`src/rtl/add_approx_pkg.sv`:
```
// Shared types and helpers for the pipelined approximate adder.
// Stage records use a fixed maximum width; unused upper bits fold away in synthesis.
package add_approx_pkg;

  localparam int unsigned MAX_STAGES = 4;
  localparam int unsigned MAX_W      = 64;

  typedef struct packed {
    logic             valid;
    logic             exact;
    logic             carry;
    logic [MAX_W-1:0] sum_part;
    logic [MAX_W-1:0] a_rem;
    logic [MAX_W-1:0] b_rem;
  } stage_t;

  function automatic logic [MAX_W-1:0] low_mask(input int unsigned k);
    return (MAX_W'(1) << k) - MAX_W'(1);
  endfunction

  // Even bits come from a, odd bits from b; no carries inside the low field.
  function automatic logic [MAX_W-1:0] approx_low(input logic [MAX_W-1:0] a,
                                                  input logic [MAX_W-1:0] b,
                                                  input int unsigned      k);
    logic [MAX_W-1:0] even_bits;
    even_bits = {(MAX_W / 2){2'b01}};
    return ((a & even_bits) | (b & ~even_bits)) & low_mask(k);
  endfunction

  function automatic logic est_carry(input logic [MAX_W-1:0] a,
                                     input logic [MAX_W-1:0] b,
                                     input int unsigned      k);
    logic [MAX_W-1:0] both;
    if (k == 0) return 1'b0;
    both = (a & b) >> (k - 1);
    return both[0];
  endfunction

  function automatic int unsigned chunk_w(input int unsigned width,
                                          input int unsigned k,
                                          input int unsigned stages);
    return (width + 1 - k + stages - 1) / stages;
  endfunction

endpackage

```
`src/rtl/add_pipe_stage.sv`:
```
// One pipeline slice: adds a ChunkW-bit operand chunk with the registered carry,
// deposits the result at Offset and shifts the unconsumed operand bits down.
module add_pipe_stage
  import add_approx_pkg::*;
#(
  parameter int unsigned Offset = 0,
  parameter int unsigned ChunkW = 1
) (
  input  logic   clk,
  input  logic   rst_n,
  input  logic   en_i,
  input  stage_t stage_i,
  output stage_t stage_o
);

  logic [ChunkW:0] chunk_sum;
  stage_t          stage_d, stage_q;

  always_comb begin
    chunk_sum = {1'b0, stage_i.a_rem[ChunkW-1:0]} + {1'b0, stage_i.b_rem[ChunkW-1:0]}
              + {{ChunkW{1'b0}}, stage_i.carry};
    stage_d          = stage_i;
    stage_d.carry    = chunk_sum[ChunkW];
    stage_d.sum_part = stage_i.sum_part | (MAX_W'(chunk_sum[ChunkW-1:0]) << Offset);
    stage_d.a_rem    = stage_i.a_rem >> ChunkW;
    stage_d.b_rem    = stage_i.b_rem >> ChunkW;
  end

  always_ff @(posedge clk or negedge rst_n) begin
    if (!rst_n) begin
      stage_q <= '0;
    end else if (en_i) begin
      stage_q <= stage_d;
    end
  end

  assign stage_o = stage_q;

endmodule

```
`src/rtl/add_approx_pipe.sv`:
```
// Pipelined approximate adder with valid/ready streams and per-transaction exact mode.
// Define ERRSTAT_EN to add an exact shadow pipeline and error statistics counters.
module add_approx_pipe
  import add_approx_pkg::*;
#(
  parameter int unsigned WIDTH      = 8,
  parameter int unsigned APPROX_LSB = 4,
  parameter int unsigned STAGES     = 2,
  parameter int unsigned CNT_W      = 16
) (
  input  logic             clk,
  input  logic             rst_n,
  input  logic             in_valid,
  output logic             in_ready,
  input  logic [WIDTH-1:0] in_a,
  input  logic [WIDTH-1:0] in_b,
  input  logic             in_exact,
  output logic             out_valid,
  input  logic             out_ready,
  output logic [WIDTH:0]   out_sum,
  output logic             out_exact
`ifdef ERRSTAT_EN
  ,
  input  logic             stat_clr,
  output logic [CNT_W-1:0] stat_samples,
  output logic [CNT_W-1:0] stat_err_cnt,
  output logic [WIDTH:0]   stat_max_err
`endif
);

  localparam int unsigned NStages = (STAGES > MAX_STAGES) ? MAX_STAGES : STAGES;
  localparam int unsigned K       = APPROX_LSB;
  localparam int unsigned Cw      = chunk_w(WIDTH, APPROX_LSB, NStages);

  logic             advance;
  logic [MAX_W-1:0] a_ext, b_ext, lo_mask, lo_exact;
  stage_t           head, head_x;
  stage_t           pipe [NStages+1];

  assign advance  = !out_valid || out_ready;
  assign in_ready = advance;

  // Exact mode resolves the low field with a real K-bit add ahead of the first chunk.
  always_comb begin
    a_ext    = MAX_W'(in_a);
    b_ext    = MAX_W'(in_b);
    lo_mask  = low_mask(K);
    lo_exact = (a_ext & lo_mask) + (b_ext & lo_mask);

    head       = '0;
    head.valid = in_valid;
    head.exact = in_exact;
    head.a_rem = a_ext >> K;
    head.b_rem = b_ext >> K;
    if (in_exact) begin
      head.carry    = lo_exact[K];
      head.sum_part = lo_exact & lo_mask;
    end else begin
      head.carry    = est_carry(a_ext, b_ext, K);
      head.sum_part = approx_low(a_ext, b_ext, K);
    end

    head_x          = head;
    head_x.exact    = 1'b1;
    head_x.carry    = lo_exact[K];
    head_x.sum_part = lo_exact & lo_mask;
  end

  assign pipe[0] = head;

  for (genvar g = 0; g < NStages; g++) begin : g_stage
    add_pipe_stage #(
      .Offset(K + g * Cw),
      .ChunkW(Cw)
    ) u_stage (
      .clk    (clk),
      .rst_n  (rst_n),
      .en_i   (advance),
      .stage_i(pipe[g]),
      .stage_o(pipe[g+1])
    );
  end

  assign out_valid = pipe[NStages].valid;
  assign out_exact = pipe[NStages].exact;
  assign out_sum   = pipe[NStages].sum_part[WIDTH:0];

  logic unused_tail;
  assign unused_tail = ^{pipe[NStages].carry, pipe[NStages].sum_part[MAX_W-1:WIDTH+1],
                         pipe[NStages].a_rem, pipe[NStages].b_rem};

`ifdef ERRSTAT_EN
  stage_t shadow [NStages+1];

  assign shadow[0] = head_x;

  for (genvar g = 0; g < NStages; g++) begin : g_shadow
    add_pipe_stage #(
      .Offset(K + g * Cw),
      .ChunkW(Cw)
    ) u_stage (
      .clk    (clk),
      .rst_n  (rst_n),
      .en_i   (advance),
      .stage_i(shadow[g]),
      .stage_o(shadow[g+1])
    );
  end

  logic             xfer;
  logic [WIDTH:0]   ref_sum, err_mag;
  logic [CNT_W-1:0] samples_d, samples_q, err_cnt_d, err_cnt_q;
  logic [WIDTH:0]   max_err_d, max_err_q;

  assign xfer    = out_valid && out_ready;
  assign ref_sum = shadow[NStages].sum_part[WIDTH:0];
  assign err_mag = (ref_sum >= out_sum) ? ref_sum - out_sum : out_sum - ref_sum;

  // Clear wins, but a same-cycle transfer is counted on top of the cleared values.
  always_comb begin
    samples_d = stat_clr ? '0 : samples_q;
    err_cnt_d = stat_clr ? '0 : err_cnt_q;
    max_err_d = stat_clr ? '0 : max_err_q;
    if (xfer) begin
      if (samples_d != '1) samples_d = samples_d + CNT_W'(1);
      if (err_mag != '0 && err_cnt_d != '1) err_cnt_d = err_cnt_d + CNT_W'(1);
      if (err_mag > max_err_d) max_err_d = err_mag;
    end
  end

  always_ff @(posedge clk or negedge rst_n) begin
    if (!rst_n) begin
      samples_q <= '0;
      err_cnt_q <= '0;
      max_err_q <= '0;
    end else begin
      samples_q <= samples_d;
      err_cnt_q <= err_cnt_d;
      max_err_q <= max_err_d;
    end
  end

  assign stat_samples = samples_q;
  assign stat_err_cnt = err_cnt_q;
  assign stat_max_err = max_err_q;

  logic unused_shadow;
  assign unused_shadow = ^{shadow[NStages].valid, shadow[NStages].exact, shadow[NStages].carry,
                           shadow[NStages].sum_part[MAX_W-1:WIDTH+1],
                           shadow[NStages].a_rem, shadow[NStages].b_rem};
`else
  logic unused_head_x;
  assign unused_head_x = ^head_x;
`endif

endmodule

```
`config.mk`:
```
export PLATFORM = sky130hd
export DESIGN_NAME = add_approx_pipe
export DESIGN_NICKNAME = d
export VERILOG_FILES = /design/src/rtl/add_approx_pkg.sv /design/src/rtl/add_pipe_stage.sv /design/src/rtl/add_approx_pipe.sv
export SDC_FILE = /design/constraint.sdc
export NUM_CORES = 1
export LEC_CHECK = 0
export ABC_AREA = 1
export ABC_CLOCK_PERIOD_IN_PS = 1100
export BUFFER_PORTS_ARGS = -buffer_cell sky130_fd_sc_hd__buf_4
export CAP_MARGIN = 40
export CORE_MARGIN = 2
export CORE_UTILIZATION = 35
export DETAILED_ROUTE_END_ITERATION = 6
export PLACE_DENSITY = 0.56
export SYNTH_ARGS = -nofsm -noshare
export SYNTH_HDL_FRONTEND = slang
export SYNTH_SLANG_ARGS = --single-unit
```
`constraint.sdc`:
```
create_clock -name clk -period 1.1 [get_ports clk]
set_clock_uncertainty 0.15 [all_clocks]
set_input_delay 0.055 -clock clk [delete_from_list [all_inputs] [get_ports clk]]
set_output_delay 0.055 -clock clk [all_outputs]
set_load 0.05 [all_outputs]
```
==> impl_results.md, run 1 <==
* Min-Delay Path Depth at 3
* Rows at 21
* Nets at 233
* Failing checks: hold timing, setup timing
* Grt ovf at 0
* Setup WS pre-CTS at -1.013 ns
* Critical Path Start: in_a[0]
* Fmax achieved at 0.6161 GHz
* Crit Path Category: in -> reg
* Clock latency at the later pin of the worst-skew pair at 0.31 ns
* Vias in the first global route at 1,104
* Synth Instances at 134
* Vias per cell at approximately 4.4
* Synth warn at 0
* Core area at 3337 um2
* Tightest Pin Transition at 0.2878 ns
* Worst VDD drop at approximately 0.00044 V
* Full die area at 3978 um2
* Count of non-filler cells in the finished layout at around 250
* Clock sinks at 23
* Max_cap viols at 0
* Drt total wl at between 2000 and 3000 um
* Worst-case reg-to-reg path depth at 3
* Drt drc at 0
* Largest net degree at the start of global routing at 24
* First-pass DRT Iterations at 4
* Pwr/cell area at 1481 nW/um2
* Area Growth Syn to Fin at 70.29%
* Syn Std Cell Area at 1221 um2
* Number of I/O port buffers at 32
* Final Max Tran Viols at 0
* GRT Overall Usage at 15.36%
* Post-layout min period at about 1.6 ns
* Worst Setup End Kind: flop
* Final Hold Fails at 2
* Crit path DAT at 1.74 ns
* Register cell area after layout at roughly 580 um2
* Starting DRT DRC Count at 26
* First-pass GRT wire length at about 4800 um
* Clock Path Buffers at 2
* Reg-to-Reg End: g_stage[1].u_stage.stage_o[135]$_DFFE_PN0P_
* Post-DRT Antenna Nets at 0
* Avg Cell Area, Syn at a little over 9 um2
* Hold Slack at -0.1113 ns
* Clock root cell: clkbuf_4
* R2R setup slack at -0.18 ns
* WL/cell at 11.39 um
* Tightest Hold Check Type: in -> reg
* Die Wd at roughly 63 um
* # fillers at 288
* Sequential power share at 37.7%
* Global placement routability congestion at roughly 0.84
* CP Capture Point: g_stage[0].u_stage.stage_o[133]$_DFFE_PN0P_
* H-tree levels at 1
* Proportion of layout cells with a drive suffix above 1 at 55.22%
* Largest register FFs at 23
* Clock power share at 12.6%
* Power share of the combinational group at around half
* CP max FO at 2
* Most common cell after layout, fill and taps aside: buf_4
* Commonest cells after routing, fill and taps aside: 40 x buf_4, 34 x nand2_1, 22 x dfrtp_1
* Critical Path Start Type: primary input
* Period utilisation layout at 147.6%
* Critical R2R Launch: g_stage[0].u_stage.stage_o[64]$_DFFE_PN0P_
* TritonCTS clock tree: done
* Outcome: complete, but fails checks
* Max-Slew Margin vs Limit at 80.82%
* DP Cell Count at 221
* Core Util, Final at 62.32%
* Initial antenna violation count at 0
* # hold bufs at CTS at 7
* Worst-path clk slew at 0.13 ns
* N_diodes at 0
* Die Span Y at 63.07 um
* Sequential share of the synthesized area at 47.13%
* Initial core utilization at 36.60%
* Setup ws final at -0.5232 ns
* Hpwl dp at 1872 um
* Io pins at 33
* Area of the multi-input gates at about 710 um2
* Number of distinct library cells after synthesis at 21
* Vias at 1,091
* RSZ-0062 raised after global routing: yes
* CP required at between 1 and 1.5 ns
* TritonCTS buffer count at 3
* Sw power at about 1.2 mW
* Synth Net Count at 165
* Final setup viols at 25
* #FFs+latches synth at 23
* Switching Fraction at 39.24%
* Lkg Pwr at 1.076 nW
* Internal Power at roughly 1.9 mW
## cell type report
type	count	share of cell area [%]
clock buffer	3	1.083
clock inverter	1	0.2407
inverter	12	2.948
multi-input combinational	95	34.24
sequential	23	27.74
tap	46	2.768
timing repair buffer	67	30.99
## critical path, stage by stage
cell and delay, ns:
buf_8 0.10, ha_4 0.15, inv_2 0.05, fa_2 0.18, o21ai_1 0.07, a21o_1 0.17
fa_2 0.35, fa_2 0.53, nand2_1 0.05, nand2_1 0.05
## layer usage
| layer | vias to the layer above | track usage, % | wire length (um) |
|---|---|---|---|
| li1 | 550 | - | - |
| met1 | 503 | 20.21 | 1208 |
| met2 | 30 | 24.60 | 1417 |
| met3 | 8 | 2.500 | 96 |
| met4 | 0 | 7.500 | 91 |
| met5 | - | 0 | 0 |
## power groups by stage
stage | combinational [mW] | clock (mW) | sequential [mW]
4_1_cts | 1.43 | 0.402 | 1.15
2_1_floorplan | 0.417 | 0 | 1.49
5_1_grt | 1.63 | 0.430 | 1.19
3_3_place_gp | 1.10 | 0 | 1.15
3_5_place_dp | 1.11 | 0 | 1.16
6_report | 1.53 | 0.388 | 1.16
## cells by family (layout without fill, tap and decap cells)
kind of cell               count (synthesis)  count (layout)  synth area share, %
adders and majority gates                 10              10                12.71
DFF                                       23              23                47.13
and+or+nand+nor                           74              74                25.82
buffers and inverters                     16              83                8.197
xor gates and xnor gates                   2               2                1.435
AOI/OAI and AO/OA                          9               9                4.714
## stage by stage
stage	total power [mW]	TNS, ns	hold WS, ns	cell area (um2)
final	3.080	-2.474	-0.1113	2079
after global routing	3.250	-3.551	-0.1040	2079
after CTS	2.990	-2.304	-0.1164	2006
after detailed placement	2.269	-4.003	-0.1888	1633
after global placement	2.243	-3.826	-0.1918	1633
after floorplan	1.907	-4.680	-0.3906	1300
## repair_timing
action | in CTS | in global routing
endpoints found under the setup margin | 24 | 34
endpoints found under the hold margin | 32 | 1
buffers inserted | 10 | 4
resized for setup | 40 | 14
cloned | 1 | 0
pin swaps | 21 | 13
## Yosys cell counts, drive strengths merged
cell / count / share of area (%)
dfrtp: 23 / 47
a21o: 1 / 0.61
nand3: 10 / 4.9
ha: 6 / 6.1
buf: 4 / 4.1
xnor2: 2 / 1.4
fa: 4 / 6.6
inv: 12 / 4.1
a21oi: 2 / 0.82
nor2: 4 / 1.2
o21ai: 5 / 2.7
nand2: 60 / 20
o211ai: 1 / 0.61
## how the worst min path moves through the flow
stage | start | slack, ns | end
after detailed placement | rst_n | -0.19 | g_stage[0].u_stage.stage_o[194]$_DFFE_PN0P_
after global placement | rst_n | -0.19 | g_stage[1].u_stage.stage_o[130]$_DFFE_PN0P_
after CTS | in_a[0] | -0.12 | g_stage[0].u_stage.stage_o[128]$_DFFE_PN0P_
after floorplan | rst_n | -0.39 | g_stage[0].u_stage.stage_o[0]$_DFFE_PN0P_
final | in_a[0] | -0.11 | g_stage[0].u_stage.stage_o[128]$_DFFE_PN0P_
after global routing | in_a[0] | -0.10 | g_stage[0].u_stage.stage_o[128]$_DFFE_PN0P_
Power figures use the tool's default switching activity.
==> run 2: changes to the inputs <==
==> constraint.sdc (replaced) <==
create_clock -name clk -period 1.1 [get_ports clk]
set_clock_uncertainty 0.15 [all_clocks]
set_input_delay 0.055 -clock clk [delete_from_list [all_inputs] [get_ports clk]]
set_output_delay 0.055 -clock clk [all_outputs]
set_load 0.02 [all_outputs]
==> run 2 against run 1 <==
Effect of this change: the run still ends with hold timing, setup timing left; non-clock buffer count is 2 higher; critical path depth stayed put; die area stayed put; clock-buffer cell count is 1 higher; cell area is 0.66% higher; register-to-register slack worse by 0.02 ns; setup slack worse by 0.039 ns; sequential share of layout area is 0.18 points lower; largest cell class unchanged; clock power is 3% higher; total power is 9.1% lower.
==> impl_results.md, run 2 (synthesis results as in run 1) <==
* Outcome: complete, but fails checks
* Failing checks: hold timing, setup timing
* Clock sinks at 23
* Max_cap viols at 0
* Worst path bufs/invs at 2
* Hold Slack at -0.1340 ns
* Proportion of layout cells with a drive suffix above 1 at 52.43%
* Die Span Y at 63.07 um
* Critical R2R Launch: g_stage[0].u_stage.stage_o[0]$_DFFE_PN0P_
* CP required at 1.21 ns
* Reg-to-Reg End: g_stage[1].u_stage.stage_o[135]$_DFFE_PN0P_
* CP max FO at 2
* Area Growth Syn to Fin at 71.41%
* Critical Path Start Type: primary input
* Fmax achieved at roughly 0.6 GHz
* Drt drc at 0
* Starting DRT DRC Count at 14
* Rows at 21
* Lkg Pwr at 1.106 nW
* WHS Endpoint: g_stage[0].u_stage.stage_o[128]$_DFFE_PN0P_
* Worst VDD drop at 0.0004676 V
* Hold_sp: in_a[0]
* Clock latency at the later pin of the worst-skew pair at 0.31 ns
* WL/cell at 11.29 um
* Max-Slew Margin vs Limit at roughly 80%
* Post-layout min period at 1.662 ns
* Crit-path max cell delay at between 0.5 and 0.6 ns
* Initial antenna violation count at 0
* Min-Delay Path Depth at 3
* Tightest Pin Transition at 0.2952 ns
* First-pass DRT Iterations at 4
* Io pins at 33
* Crit path DAT at 1.77 ns
* Clock root cell: clkbuf_4
* GRT Overall Usage at roughly 14%
* Core area at 3337 um2
* First-pass GRT wire length at between 4000 and 5000 um
* CP delay by family, top: adder cells
* Commonest cells after routing, fill and taps aside: 40 x nand2_1, 40 x buf_4, 22 x dfrtp_1
* Crit Path Category: in -> reg
* Final setup viols at 24
* TritonCTS clock tree: done
* Worst path cell trace: buf_6 > ha_4 > inv_2 > fa_2 > o21ai_1 > a21o_1 > fa_2 > fa_2 > nand2_1 > nand2_1
* # hold bufs at CTS at 6
* Vias per cell at 4.341
* Core Util, Final at 62.73%
* Most frequent CP cell: fa_2
* Pwr/cell area at 1338 nW/um2
* Clock Path Buffers at 2
* Final Max Tran Viols at 0
* Setup ws final at -0.5621 ns
* Vias at about 1,100
* RSZ-0062 raised after global routing: yes
* Worst-path clk slew at 0.13 ns
* Worst Setup End Kind: flop
* Tightest Hold Check Type: in -> reg
* N_diodes at 0
* Vias in the first global route at 994
* Number of I/O port buffers at 32
* TritonCTS buffer count at 3
* Initial core utilization at 36.60%
* Die Wd at approximately 63 um
* Global placement routability congestion at roughly 0.90
* R2R setup slack at -0.20 ns
* Worst-case reg-to-reg path depth at 3
* Largest register FFs at 23
* Drt total wl at 2846 um
* Slowest CP cell: fa_2
* H-tree levels at 1
* Hpwl dp at 1773 um
* Grt ovf at 0
* Nets at 238
* Largest net degree at the start of global routing at 24
* Final Hold Fails at 3
* Period utilisation layout at 151.1%
* Post-DRT Antenna Nets at 0
* Full die area at 3978 um2
[run 2: report_power, final]
group	internal, mW	switching [mW]	total, mW	leakage, nW
sequential	1.02	0.138	1.16	0.277
clock	0.141	0.259	0.400	0.0150
combinational	0.672	0.569	1.24	0.814
[run 2: cell type report]
class / count / area (um2)
fillers: 294 / 1244
multi-input cells: 95 / 669.4
repair buffers: 69 / 663.1
flip-flops and latches: 23 / 576.8
inverters: 12 / 57.56
well taps: 46 / 57.56
repair inverters: 3 / 42.54
clock buffers: 4 / 26.28
[run 2: worst max path at each step]
| stage | start | cells after the start | slack, ns | end |
|---|---|---|---|---|
| after detailed placement | in_a[0] | 10 | -1.02 | g_stage[0].u_stage.stage_o[134]$_DFFE_PN0P_ |
| after global routing | in_a[0] | 10 | -0.61 | g_stage[0].u_stage.stage_o[133]$_DFFE_PN0P_ |
| final | in_b[0] | 10 | -0.56 | g_stage[0].u_stage.stage_o[133]$_DFFE_PN0P_ |
| after global placement | in_a[0] | 10 | -0.99 | g_stage[0].u_stage.stage_o[134]$_DFFE_PN0P_ |
| after CTS | in_b[0] | 10 | -0.57 | g_stage[0].u_stage.stage_o[133]$_DFFE_PN0P_ |
| after floorplan | in_a[0] | 9 | -0.82 | g_stage[0].u_stage.stage_o[134]$_DFFE_PN0P_ |
[run 2: repair_timing]
action,4_1_cts,5_1_grt
cloned,0,4
pin swaps,9,7
setup endpoints to repair,10,33
hold endpoints to repair,31,3
gates resized for setup,5,46
setup buffers,1,15
[run 2: stage by stage]
stage	std cells	total power [mW]	cell area [um2]	TNS, ns	setup slack, ns
6_report	252	2.800	2093	-3.633	-0.5621
3_5_place_dp	222	1.999	1638	-3.956	-1.018
5_1_grt	252	3.011	2093	-4.961	-0.6090
4_1_cts	233	2.422	1750	-2.171	-0.5737
2_1_floorplan	134	1.653	1285	-2.723	-0.8204
3_3_place_gp	222	1.977	1638	-3.842	-0.9906
[run 2: worst reg2reg max path: cells and delay by family (launching register included)]
kind                       cells  cell delay [ns]
and+or+nand+nor                2             0.10
DFF                            1             0.44
adders and majority gates      1             0.57
[run 2: layer usage]
layer | part of all wire (%) | up-vias | global-route usage (%) | wire (um)
li1 | - | 566 | - | -
met1 | 48 | 504 | 19.33 | 1377
met5 | 0 | - | 0 | 0
met3 | 3.2 | 2 | 2.143 | 92
met4 | 0.95 | 0 | 5.833 | 27
met2 | 47 | 22 | 20.21 | 1347
==> run 3: changes to the inputs <==
--- a/config.mk
+++ b/config.mk
@@ -12,7 +12,7 @@
 export CORE_MARGIN = 2
 export CORE_UTILIZATION = 35
 export DETAILED_ROUTE_END_ITERATION = 6
-export PLACE_DENSITY = 0.56
+export PLACE_DENSITY = 0.68
 export SYNTH_ARGS = -nofsm -noshare
 export SYNTH_HDL_FRONTEND = slang
 export SYNTH_SLANG_ARGS = --single-unit
==> run 3 against run 2 <==
Effect of this change: cell area down 4.0%; routed wire length up 4.0%; register-to-register slack about the same; largest cell class unchanged; die area unchanged; setup slack worse by 0.0056 ns; fmax down 0.34%; the flow still finishes with violations (hold timing, setup timing); critical path depth unchanged; clock-buffer cell count down 1; via count down 0.55%.
==> impl_results.md, run 3 (synthesis results as in run 1) <==
* Drt total wl at 2959 um
* N_diodes at 0
* Vias per cell at 4.387
* Clock root cell: clkbuf_4
* Worst-path clk slew at 0.13 ns
* Slowest CP cell: fa_2
* Hpwl dp at 1892 um
* Number of I/O port buffers at 32
* Clock sinks at 23
* Grt ovf at 0
* Starting DRT DRC Count at 61
* Drt drc at 0
* Final setup viols at 23
* Die Wd at roughly 63 um
* Pwr/cell area at 1346 nW/um2
* Tightest Pin Transition at slightly below 0.3 ns
* Most common cell after layout, fill and taps aside: nand2_1
* Worst VDD drop at around 0.00046 V
* Commonest cells after routing, fill and taps aside: 48 x nand2_1, 45 x buf_4, 22 x dfrtp_1
* Nets at roughly 230
* Hold Slack at -0.1328 ns
* WL/cell at 11.93 um
* Critical R2R Launch: g_stage[1].u_stage.stage_o[194]$_DFFE_PN0P_
* Critical Path Start: in_a[0]
* Crit path DAT at ~1.8 ns
* Io pins at 33
* First-pass GRT wire length at 4905 um
* Max_cap viols at 0
* CP required at around 1.2 ns
* CP delay by family, top: adder cells
* Rows at 21
* Largest net degree at the start of global routing at 24
* DP Cell Count at 223
* Crit. path cell count at 10
* Sequential power share at 42.5%
* Initial antenna violation count at 0
* Lkg Pwr at 1.054 nW
* Outcome: complete, but fails checks
* Core area at 3337 um2
* Max-Slew Margin vs Limit at 80.14%
* Power share of the combinational group at 43.5%
* TritonCTS buffer count at 3
* Failing checks: hold timing, setup timing
* Vias in the first global route at around 1,100
* Clock Path Buffers at 2
* Crit Path Category: in -> reg
* Final Hold Fails at 2
* CP max FO at 2
* Worst path cell trace: buf_6 > ha_4 > inv_2 > fa_2 > o21ai_2 > a21o_1 > fa_2 > fa_2 > nand2_1 > nand2_1
* Fmax achieved at 0.5996 GHz
* Worst path bufs/invs at 2
* Crit-path max cell delay at ~0.53 ns
* Full die area at just under 4000 um2
* Proportion of layout cells with a drive suffix above 1 at about half
* Worst Setup End Kind: flop
* Global placement routability congestion at 0.7917
* GRT Overall Usage at 15.35%
* Largest register FFs at 23
* Critical Path Start Type: primary input
* Count of non-filler cells in the finished layout at 248
* Total power at about 2.7 mW
* Clock power share at between 10% and 20%
* Period utilisation layout at 151.6%
* Final Max Tran Viols at 0
* First-pass DRT Iterations at 4
* Setup ws final at -0.5677 ns
* # hold bufs at CTS at 6
* Vias at 1,088
* CP Capture Point: g_stage[0].u_stage.stage_o[133]$_DFFE_PN0P_
* Area Growth Syn to Fin at 64.55%
* Post-DRT Antenna Nets at 0
* Worst-case reg-to-reg path depth at 6
* TritonCTS clock tree: done
* Core Util, Final at 60.22%
* RSZ-0062 raised after global routing: yes
* Internal Power at 1.782 mW
* Reg-to-Reg End: g_stage[0].u_stage.stage_o[128]$_DFFE_PN0P_
* Most frequent CP cell: fa_2
* H-tree levels at 1
* Post-layout min period at 1.668 ns
* Die Span Y at 63.07 um
* Clock latency at the later pin of the worst-skew pair at 0.30 ns
* R2R setup slack at -0.20 ns
* Sw power at 922.9 uW
* Tightest Hold Check Type: in -> reg
* Initial core utilization at 36.60%
* Switching Fraction at roughly 34%
-- run 3: layout make-up --
| type | instances | area (um2) |
|---|---|---|
| inverter | 12 | 61.31 |
| tap | 46 | 57.56 |
| timing repair buffer | 67 | 595.6 |
| sequential | 23 | 576.8 |
| multi-input combinational | 95 | 679.4 |
| clock buffer | 3 | 22.52 |
| clock inverter | 1 | 5.005 |
| fill | 288 | 1328 |
| timing repair inverter | 1 | 11.26 |
-- run 3: power groups by stage --
stage          Combinational [mW]  Sequential [mW]  Clock [mW]
2_1_floorplan               0.391             1.26           0
3_3_place_gp                0.836             1.14           0
3_5_place_dp                0.858             1.15           0
4_1_cts                     0.961             1.14       0.395
5_1_grt                      1.29             1.17       0.436
6_report                     1.18             1.15       0.380
-- run 3: routing by layer --
metal / vias up / GRT usage, % / share of wire [%]
met1: 512 / 19.12 / 42
met5: - / 0 / 0
met4: 0 / 6.389 / 0.91
met3: 2 / 1.429 / 3.0
met2: 20 / 27.13 / 54
li1: 554 / - / -
-- run 3: tightest hold or removal path: stages --
cell and delay [ns]:
buf_6 0.08, nand3_1 0.08, nand3_2 0.08
-- run 3: timing repair --
item	in CTS	in global routing
gates resized for setup	20	20
endpoints found under the setup margin	17	32
gates cloned	1	0
pin swaps	12	0
buffers inserted	3	11
hold endpoints to repair	30	2
-- run 3: worst min path at each step --
| stage | from | endpoint | slack [ns] | depth (start not counted) |
|---|---|---|---|---|
| after floorplan | rst_n | g_stage[0].u_stage.stage_o[0]$_DFFE_PN0P_ | -0.39 | 0 |
| after global placement | rst_n | g_stage[1].u_stage.stage_o[193]$_DFFE_PN0P_ | -0.19 | 1 |
| after detailed placement | rst_n | g_stage[1].u_stage.stage_o[130]$_DFFE_PN0P_ | -0.18 | 1 |
| after CTS | in_a[0] | g_stage[0].u_stage.stage_o[128]$_DFFE_PN0P_ | -0.14 | 3 |
| after global routing | in_a[0] | g_stage[0].u_stage.stage_o[128]$_DFFE_PN0P_ | -0.12 | 3 |
| final | in_a[0] | g_stage[0].u_stage.stage_o[128]$_DFFE_PN0P_ | -0.13 | 3 |
-- run 3: per-stage QoR --
step,setup WS (ns),hold slack (ns),setup TNS (ns),area (um2)
6_report,-0.5677,-0.1328,-4.391,2009
3_5_place_dp,-1.047,-0.1839,-4.113,1645
3_3_place_gp,-0.9916,-0.1902,-3.845,1645
4_1_cts,-0.5614,-0.1351,-2.380,1837
5_1_grt,-0.6008,-0.1172,-5.574,2009
2_1_floorplan,-0.8204,-0.3906,-2.723,1285
